File: config.mk
export PLATFORM = sky130hd
export DESIGN_NAME = gemm_result_drain_flat
export DESIGN_NICKNAME = d
export VERILOG_FILES = /design/src/rtl/gemm_result_drain_if.sv /design/src/rtl/gemm_result_drain.sv /design/src/flat_wrapper.sv
export SDC_FILE = /design/constraint.sdc
export NUM_CORES = 1
export LEC_CHECK = 0
export CORE_ASPECT_RATIO = 1.2
export CORE_MARGIN = 10
export CORE_UTILIZATION = 25
export CTS_BUF_LIST = sky130_fd_sc_hd__clkbuf_8
export DETAILED_ROUTE_END_ITERATION = 16
export GPL_TIMING_DRIVEN = 0
export PLACE_DENSITY = 0.37
export RECOVER_POWER = 50
export SLEW_MARGIN = 10
export SYNTH_ARGS = -nofsm -noshare
export SYNTH_HDL_FRONTEND = slang
export SYNTH_SLANG_ARGS = --single-unit
File: constraint.sdc
create_clock -name clk -period 4.8 [get_ports clk]
set_input_delay 0.72 -clock clk [delete_from_list [all_inputs] [get_ports clk]]
set_output_delay 0.72 -clock clk [all_outputs]
set_load 0.1 [all_outputs]
File: src/rtl/gemm_result_drain_if.sv
// rtl/gemm_result_drain_if.sv - result tile stream port (valid/ready, row-major words)
interface gemm_result_drain_if #(
  parameter int ROWS = 4,
  parameter int COLS = 4,
  parameter int DW   = 20
);
  localparam int RW = (ROWS > 1) ? $clog2(ROWS) : 1;
  localparam int CW = (COLS > 1) ? $clog2(COLS) : 1;

  logic          out_valid;
  logic          out_ready;
  logic [DW-1:0] out_data;
  logic [RW-1:0] out_row;
  logic [CW-1:0] out_col;

  modport master (
    output out_valid,
    output out_data,
    output out_row,
    output out_col,
    input  out_ready
  );

  modport slave (
    input  out_valid,
    input  out_data,
    input  out_row,
    input  out_col,
    output out_ready
  );
endinterface

File: src/rtl/gemm_result_drain.sv
// rtl/gemm_result_drain.sv - captures the systolic array drain into a tile and streams it row-major
module gemm_result_drain #(
  parameter int ROWS = 4,
  parameter int COLS = 4,
  parameter int DW   = 20
) (
  input  logic                 clk,
  input  logic                 rst,
  input  logic                 sync_reset,
  input  logic [1:0]           state,
  input  logic [ROWS*DW-1:0]   row_result,
  input  logic [ROWS-1:0]      row_valid,
  gemm_result_drain_if.master  out,
  output logic                 busy,
  output logic                 done,
  output logic                 overflow
);
  localparam int RW = (ROWS > 1) ? $clog2(ROWS) : 1;
  localparam int CW = (COLS > 1) ? $clog2(COLS) : 1;

  typedef enum logic [1:0] {
    S_IDLE    = 2'd0,
    S_CAPTURE = 2'd1,
    S_READOUT = 2'd2
  } fsm_e;

  fsm_e            fsm_q, fsm_d;
  logic [ROWS-1:0] prev_valid_q, prev_valid_d;
  logic [ROWS-1:0] cap_active_q, cap_active_d;
  logic [ROWS-1:0] row_done_q, row_done_d;
  logic [CW-1:0]   cap_cnt_q [ROWS];
  logic [CW-1:0]   cap_cnt_d [ROWS];
  logic [DW-1:0]   tile_q [ROWS][COLS];
  logic [DW-1:0]   tile_d [ROWS][COLS];
  logic            out_valid_q, out_valid_d;
  logic [DW-1:0]   out_data_q, out_data_d;
  logic [RW-1:0]   out_row_q, out_row_d;
  logic [CW-1:0]   out_col_q, out_col_d;
  logic            done_q, done_d;
  logic            overflow_q, overflow_d;

  logic [ROWS-1:0] drain_evt;
  logic            clear_done;
  logic            accept;
  logic            last_word;
  logic [RW-1:0]   next_row;
  logic [CW-1:0]   next_col;

  // A falling gemm_valid2 while in GEMM mode marks the start of that row's shift-out.
  assign drain_evt = prev_valid_q & ~row_valid & {ROWS{state == 2'b00}};

  // Per-row capture: word k lands in column COLS-1-k, rows run independently of each other.
  always_comb begin
    prev_valid_d = row_valid;
    cap_active_d = cap_active_q;
    row_done_d   = row_done_q;
    cap_cnt_d    = cap_cnt_q;
    tile_d       = tile_q;
    for (int r = 0; r < ROWS; r++) begin
      if (cap_active_q[r]) begin
        tile_d[r][CW'(COLS-1) - cap_cnt_q[r]] = row_result[r*DW +: DW];
        if (cap_cnt_q[r] == CW'(COLS-1)) begin
          cap_active_d[r] = 1'b0;
          row_done_d[r]   = 1'b1;
        end else begin
          cap_cnt_d[r] = cap_cnt_q[r] + 1'b1;
        end
      end else if (drain_evt[r] && !row_done_q[r] && fsm_q != S_READOUT) begin
        tile_d[r][COLS-1] = row_result[r*DW +: DW];
        if (COLS == 1) begin
          row_done_d[r] = 1'b1;
        end else begin
          cap_active_d[r] = 1'b1;
          cap_cnt_d[r]    = CW'(1);
        end
      end
    end
    if (clear_done) begin
      row_done_d = '0;
    end
    if (sync_reset) begin
      prev_valid_d = '0;
      cap_active_d = '0;
      row_done_d   = '0;
      for (int r = 0; r < ROWS; r++) begin
        cap_cnt_d[r] = '0;
        for (int c = 0; c < COLS; c++) begin
          tile_d[r][c] = '0;
        end
      end
    end
  end

  // Control FSM and row-major readout; the output word is registered and held while stalled.
  always_comb begin
    fsm_d       = fsm_q;
    out_valid_d = out_valid_q;
    out_data_d  = out_data_q;
    out_row_d   = out_row_q;
    out_col_d   = out_col_q;
    done_d      = 1'b0;
    overflow_d  = overflow_q | ((fsm_q == S_READOUT) && (|drain_evt));
    clear_done  = 1'b0;
    accept      = out_valid_q && out.out_ready;
    last_word   = (out_row_q == RW'(ROWS-1)) && (out_col_q == CW'(COLS-1));
    next_row    = out_row_q;
    next_col    = out_col_q + 1'b1;
    if (out_col_q == CW'(COLS-1)) begin
      next_row = out_row_q + 1'b1;
      next_col = '0;
    end
    case (fsm_q)
      S_IDLE: begin
        if (|drain_evt) begin
          fsm_d = S_CAPTURE;
        end
      end
      S_CAPTURE: begin
        if (&row_done_q) begin
          fsm_d       = S_READOUT;
          out_valid_d = 1'b1;
          out_row_d   = '0;
          out_col_d   = '0;
          out_data_d  = tile_q[0][0];
        end
      end
      S_READOUT: begin
        if (accept) begin
          if (last_word) begin
            fsm_d       = S_IDLE;
            out_valid_d = 1'b0;
            out_row_d   = '0;
            out_col_d   = '0;
            out_data_d  = '0;
            done_d      = 1'b1;
            clear_done  = 1'b1;
          end else begin
            out_row_d  = next_row;
            out_col_d  = next_col;
            out_data_d = tile_q[next_row][next_col];
          end
        end
      end
      default: begin
        fsm_d = S_IDLE;
      end
    endcase
    if (sync_reset) begin
      fsm_d       = S_IDLE;
      out_valid_d = 1'b0;
      out_data_d  = '0;
      out_row_d   = '0;
      out_col_d   = '0;
      done_d      = 1'b0;
      overflow_d  = 1'b0;
    end
  end

  // State registers with asynchronous active-low clear.
  always_ff @(posedge clk or negedge rst) begin
    if (!rst) begin
      fsm_q        <= S_IDLE;
      prev_valid_q <= '0;
      cap_active_q <= '0;
      row_done_q   <= '0;
      out_valid_q  <= 1'b0;
      out_data_q   <= '0;
      out_row_q    <= '0;
      out_col_q    <= '0;
      done_q       <= 1'b0;
      overflow_q   <= 1'b0;
      for (int r = 0; r < ROWS; r++) begin
        cap_cnt_q[r] <= '0;
        for (int c = 0; c < COLS; c++) begin
          tile_q[r][c] <= '0;
        end
      end
    end else begin
      fsm_q        <= fsm_d;
      prev_valid_q <= prev_valid_d;
      cap_active_q <= cap_active_d;
      row_done_q   <= row_done_d;
      out_valid_q  <= out_valid_d;
      out_data_q   <= out_data_d;
      out_row_q    <= out_row_d;
      out_col_q    <= out_col_d;
      done_q       <= done_d;
      overflow_q   <= overflow_d;
      cap_cnt_q    <= cap_cnt_d;
      tile_q       <= tile_d;
    end
  end

  assign out.out_valid = out_valid_q;
  assign out.out_data  = out_data_q;
  assign out.out_row   = out_row_q;
  assign out.out_col   = out_col_q;
  assign busy          = (fsm_q != S_IDLE);
  assign done          = done_q;
  assign overflow      = overflow_q;
endmodule
File: src/flat_wrapper.sv
// flat-port wrapper written by rule: the top's interface ports become plain ports
module gemm_result_drain_flat 
#(
  parameter int ROWS = 4,
  parameter int COLS = 4,
  parameter int DW   = 20
)
  (clk, rst, sync_reset, state, row_result, row_valid, busy, done, overflow, out_out_valid, out_out_data, out_out_row, out_out_col, out_out_ready);
  gemm_result_drain_if #(.ROWS(ROWS), .COLS(COLS), .DW(DW)) out_i ();
  input  logic clk;
  input  logic rst;
  input  logic sync_reset;
  input  logic [1:0] state;
  input  logic [ROWS*DW-1:0] row_result;
  input  logic [ROWS-1:0] row_valid;
  output logic busy;
  output logic done;
  output logic overflow;
  output wire logic [$bits(out_i.out_valid)-1:0] out_out_valid;
  output wire logic [$bits(out_i.out_data)-1:0] out_out_data;
  output wire logic [$bits(out_i.out_row)-1:0] out_out_row;
  output wire logic [$bits(out_i.out_col)-1:0] out_out_col;
  input wire logic [$bits(out_i.out_ready)-1:0] out_out_ready;
  assign out_out_valid = out_i.out_valid;
  assign out_out_data = out_i.out_data;
  assign out_out_row = out_i.out_row;
  assign out_out_col = out_i.out_col;
  assign out_i.out_ready = out_out_ready;
  gemm_result_drain #(.ROWS(ROWS), .COLS(COLS), .DW(DW)) u_core (.clk(clk), .rst(rst), .sync_reset(sync_reset), .state(state), .row_result(row_result), .row_valid(row_valid), .out(out_i), .busy(busy), .done(done), .overflow(overflow));
endmodule
# After elaboration in Yosys (flattened, before gate mapping)
# Cells that the tools add are included.
# word_totals
out_inout_bits	28
ff_bits	369
# classes
n_reduce_logical	52
bitwise	10
n_eq_ne	17
n_lt_le_gt_ge	10
muxes	100
add_sub_neg	10
# ops
op	count
20-bit two-way mux	18
80-bit bitwise mux	4
320-bit two-way mux	1
60-bit two-way mux	4
80-bit binary-select mux with 2-bit select	1
20-bit demux with 2-bit select	4
80-bit two-way mux	2
2-bit two-way mux	26
20-bit binary-select mux with 2-bit select	1
20-bit one-hot mux with 2 select lines	1
3-bit nonzero test	13
1-bit two-way mux	29
3-bit >= comparator, second input constant	6
2-bit inverter with 3-bit output	6
4-bit two-way mux	4
2-bit AND reduction	8
1-bit logical AND	15
2-bit == test, second input constant	7
2-bit by 1-bit adder with 2-bit output, second input constant	6
3-bit by 1-bit < comparator with 1-bit output, second input constant	4
3-bit by 2-bit != test with 1-bit output, second input constant	4
3-bit != test, second input constant	4
4-bit AND reduction	3
2-bit nonzero test	5
14 further kinds	23

# Longest topological paths before layout
# logic_depth
word_depth	13
mapped_depth	8

# Worst setup path before layout
# Ideal clock, no wire load.
# synth_path
path_type	register to register
start	register u_core.out_row_q[0], in the netlist u_core.out.out_row[0]
end	register u_core.out_data_q[9], in the netlist u_core.out.out_data[9]
stages_incl_launch_ff	8
path_slack_ns	2.223
arrival_time_ns	2.450
path_buffers	2
cell_sequence	dfrtp_1 > ha_1 > buf_2 > buf_4 > mux4_2 > a22oi_1 > and3_1 > a211oi_2
# synth_via
elab_chain_len	13
elab_cells_between_ends	15
# synth_rtl
item	line	source
start, declared	gemm_result_drain.sv:37	logic [RW-1:0] out_row_q, out_row_d;
start signal, assigned	gemm_result_drain.sv:185	out_row_q <= out_row_d;
2-bit by 1-bit adder with 2-bit output	gemm_result_drain.sv:109	next_row = out_row_q + 1'b1;
2-bit two-way mux	gemm_result_drain.sv:108	if (out_col_q == CW'(COLS-1)) begin
2-bit inverter with 3-bit output (implied by the code)	gemm_result_drain.sv:140	out_data_d = tile_q[next_row][next_col];
80-bit binary-select mux with 2-bit select	gemm_result_drain.sv:140	
80-bit two-way mux (implied by the code) (2 in a row)	gemm_result_drain.sv:140	
20-bit binary-select mux with 2-bit select	gemm_result_drain.sv:140	
20-bit two-way mux (implied by the code) (2 in a row)	gemm_result_drain.sv:140	
20-bit two-way mux (*)	gemm_result_drain.sv:129	if (last_word) begin
20-bit two-way mux (*)	gemm_result_drain.sv:128	if (accept) begin
20-bit one-hot mux with 2 select lines (*)	gemm_result_drain.sv:112	case (fsm_q)
20-bit two-way mux (*)	gemm_result_drain.sv:148	if (sync_reset) begin
end signal, assigned	gemm_result_drain.sv:184	out_data_q <= out_data_d;
end, declared	gemm_result_drain.sv:36	logic [DW-1:0] out_data_q, out_data_d;
# Mark *: on every way between the ends. The rest lies on a longest branch, timed or not. The select of a mux whose other input is x is not followed.
# A chain may end at the register's enable or synchronous reset.

# Worst setup path in the final report
# layout_path
start	register u_core.fsm_q[1]
end	output port busy
# layout_via
elab_chain_len	1
# layout_rtl
item	line	source
start, declared	gemm_result_drain.sv:27	fsm_e fsm_q, fsm_d;
start signal, assigned	gemm_result_drain.sv:179	fsm_q <= fsm_d;
2-bit nonzero test	gemm_result_drain.sv:198	assign busy = (fsm_q != S_IDLE);
end, declared	flat_wrapper.sv:16	output logic busy;
# Every way passes these cells.

==> results.py <==
metrics = {
    "run_status": {
        "outcome": "complete, but fails checks",
        "failed_checks": "capacitance limit, slew limit",
    },
    "drt": {
        "final_antenna_net_count": 0,
        "vias": 16200,
        "first_pass_iters": 5,
        "routed_wl_mm": 90.0,
        "drt-initial-drc-count": 1246,
        "drc": 0,
        "viasPerCell": 5.05,
        "routedWlPerCell_um": 28.0,
    },
    "pwr": {
        "power_w": 0.00741,
        "internal_power_w": 0.00522,
        "p_clk_share_pct": 44.9,
        "peakVddDrop_mv": 0.168,
        "switching_share_pct": 29.6,
        "pwr-share-comb_pct": 12.0,
        "p_sw_w": 0.00220,
        "p_per_area_mw_per_mm2": 319,
        "power.leakage_nw": 9.58,
        "power_frac_seq_pct": 43.1,
    },
    "setup_path": {
        "arrival_ns": 3.03,
        "worst_ep_required_time_ns": 4.08,
        "rr_worst_depth": 7,
        "r2r_end": "u_core.out.out_data[17]",
        "r2r_slack_ns": 1.58,
        "critPathLaunchType": "flip-flop",
        "r2r-start": "u_core.out.out_col[0]",
        "setup.worst_path.start": "u_core.fsm_q[1]",
        "end_kind": "primary output",
        "crit_type": "flip-flop to primary output",
        "crit_fanout": 10,
    },
    "run": {
        "drv_cap": 1,
    },
    "worst_hold_path": {
        "hp-class": "flip-flop to flip-flop",
        "hold_depth": 2,
        "hold_end": "u_core.tile_q[92]",
        "hp-start": "u_core.tile_q[92]",
    },
    "timing": {
        "slew_headroom_pct": -47.4,
        "slew_violations": 33,
        "setup-violations-final": 0,
        "tns_ns": 0,
        "rsz0062_at_grt": "no",
        "final_hold_viol_count": 0,
        "max_slew.worst_pin.slew_ns": 2.21,
        "period_minus_slack_ns": 3.75,
        "fin_crit_sh_pct": 78.2,
        "max_freq_mhz": 266,
        "finClkSkew_ns": 0.0271,
    },
    "floorplanning": {
        "start_util_pct": 25.2,
        "die_area_mm2": 0.0885,
        "rows": 111,
        "core_mm2": 0.0764,
        "die_h_um": 324,
        "die_w_um": 273,
        "ios": 118,
    },
    "logic_synthesis": {
        "ys.flop_type": "dfrtp_1",
        "ys_async_sr_fraction_pct": 100,
        "synthesis.nets": 2053,
        "synth_top_area_share_pct": 48.0,
        "yosysWarnings": 0,
        "synth-edff-count": 0,
        "synth-seq-cells": 369,
        "synthTopCellsByCount": "nand2_1 (535), dfrtp_1 (369), a21oi_1 (242), mux2i_1 (121), nor2_1 (117)",
        "yosysTopAreaCell": "dfrtp_1",
        "synth_area_leaders": "dfrtp_1 (48%), nand2_1 (10%), mux4_2 (9.4%)",
        "synth.most_common_cell": "nand2_1",
        "syn_inst": 1945,
        "syn_area_mm2": 0.0192,
        "ys_seq_area_share_pct": 48.0,
        "synthDistinctLibCells": 49,
        "syn_avg_cell_area_um2": 9.89,
    },
    "clock_tree": {
        "clock_latency_ns": 0.66,
        "numCtsBuffers": 74,
        "cts_resized": 0,
        "cts_root_buffer": "clkbuf_8",
        "clk_path_buf_depth": 3,
        "htree_levels": 3,
        "path_clk_slew_ns": 0.06,
        "tritoncts": "done",
        "clock-sinks": 369,
    },
    "layout": {
        "utilization_pct": 30.5,
        "syn_to_final_growth_pct": 20.9,
        "seq_area_mm2": 0.00923,
        "fillCellCount": 8008,
        "final_net_count": 2250,
        "multi_input_area_mm2": 0.00918,
        "drive_gt1_share_pct": 13.0,
    },
    "placed_design": {
        "port_buffers": 116,
        "globalplace.congestion": 0.938,
        "dp_hpwl_mm": 68.8,
    },
    "global_route": {
        "grt_pass1_vias": 16500,
        "grt_first_pass_wirelength_mm": 126,
        "grt_max_degree": 98,
        "antenna_found_initial": 2,
        "grt_overflow": 0,
        "grt_usage_pct": 20.1,
    },
}
-- registers in the layout, indices dropped and copies added, names as in the netlist --
signal and count:
u_core.tile_q 320, u_core.out.out_data 20, u_core.cap_cnt_q 8, u_core.cap_active_q 4, u_core.prev_valid_q 4, u_core.row_done_q 4, u_core.fsm_q 2, u_core.out.out_col 2
u_core.out.out_row 2, u_core.done 1, u_core.out.out_valid 1, u_core.overflow 1
-- cell families after synthesis --
logic type | synth area share (%)
compound gates | 11.7
buf+inv | 4.32
simple gates | 16.6
flops | 48.0
mux | 18.1
fa+ha+maj | 1.17
xor+xnor | 0.0455
-- worst max-delay path by stage --
stage / slack (ns) / end / cells after the start
floorplan: 2.22 / u_core.out.out_data[9] / 7
global placement: -14.98 / u_core.tile_q[272] / 1
detailed placement: 1.61 / u_core.tile_q[93] / 6
CTS: 0.99 / busy / 4
global route: 0.55 / u_core.tile_q[75] / 4
finish: 1.05 / busy / 4
-- critical path: stages (launching register included) --
cell and delay, ns:
dfrtp_1 0.31, buf_2 0.20, clkbuf_1 0.42, or2_2 0.27, clkdlybuf4s50_1 1.16
-- per-stage QoR --
| stage | instances | instance area, µm² | worst slack [ns] | hold WS (ns) |
|---|---|---|---|---|
| final | 3216 | 23300 | 1.05 | 0.517 |
| after global routing | 3215 | 23300 | 0.551 | 0.534 |
| after CTS | 3214 | 23300 | 0.987 | 0.492 |
| after detailed placement | 3082 | 21800 | 1.61 | 0.508 |
| after global placement | 3078 | 21700 | -14.98 | 0.498 |
| after floorplan | 1945 | 19200 | 2.22 | 0.424 |
-- layout by cell type, fill, tap and decap left out, types with 7 or more instances in the layout --
cell	netlist	routed
nand2_1	535	535
dfrtp_1	369	369
a21oi_1	242	242
mux2i_1	121	121
nor2_1	117	117
clkdlybuf4s50_1	0	114
clkbuf_1	109	112
clkbuf_8	0	99
mux4_2	80	80
a22oi_1	44	44
inv_1	14	43
mux2_2	42	42
buf_2	29	28
a32oi_1	23	23
a211oi_1	22	22
or4_1	21	21
a221oi_1	21	21
or3_1	21	21
and3_1	20	20
ha_1	18	18
buf_4	14	14
and2_1	18	11
nor2b_1	9	9
and2_0	0	7
buf_6	7	7
-- cell type report --
type	count	area share (%)
Inverter	14	0.226
Timing Repair Buffer	121	5.39
Antenna cell	2	0.0215
Buffer	166	3.35
Sequential cell	369	39.7
Clock buffer	99	5.86
Multi-Input combinational cell	1396	39.4
Tap cell	1017	5.47
Clock inverter	32	0.549
-- what timing repair did --
item                      4_1_cts  5_1_grt
hold buffers                    1        0
setup buffers                   0        0
hold endpoints to repair       32        0
-- power by group through the flow --
stage | registers [W] | clock network (W) | logic, W
finish | 0.00319 | 0.00333 | 0.000887
global route | 0.00320 | 0.00356 | 0.000935
CTS | 0.00319 | 0.00343 | 0.000903
detailed placement | 0.00325 | 0 | 0.000899
global placement | 0.00325 | 0 | 0.000886
floorplan | 0.00337 | 0 | 0.000276
-- metal layers --
metal  part of all wire [%]  global-route usage (%)  vias to the layer above
li1                       -                       -                     7234
met1                     42                    25.2                     8350
met2                     49                    34.2                      506
met3                    4.5                    2.93                      149
met4                    4.1                    8.65                        2
met5                  0.010                       0                        -
Power figures use the tool's default switching activity.
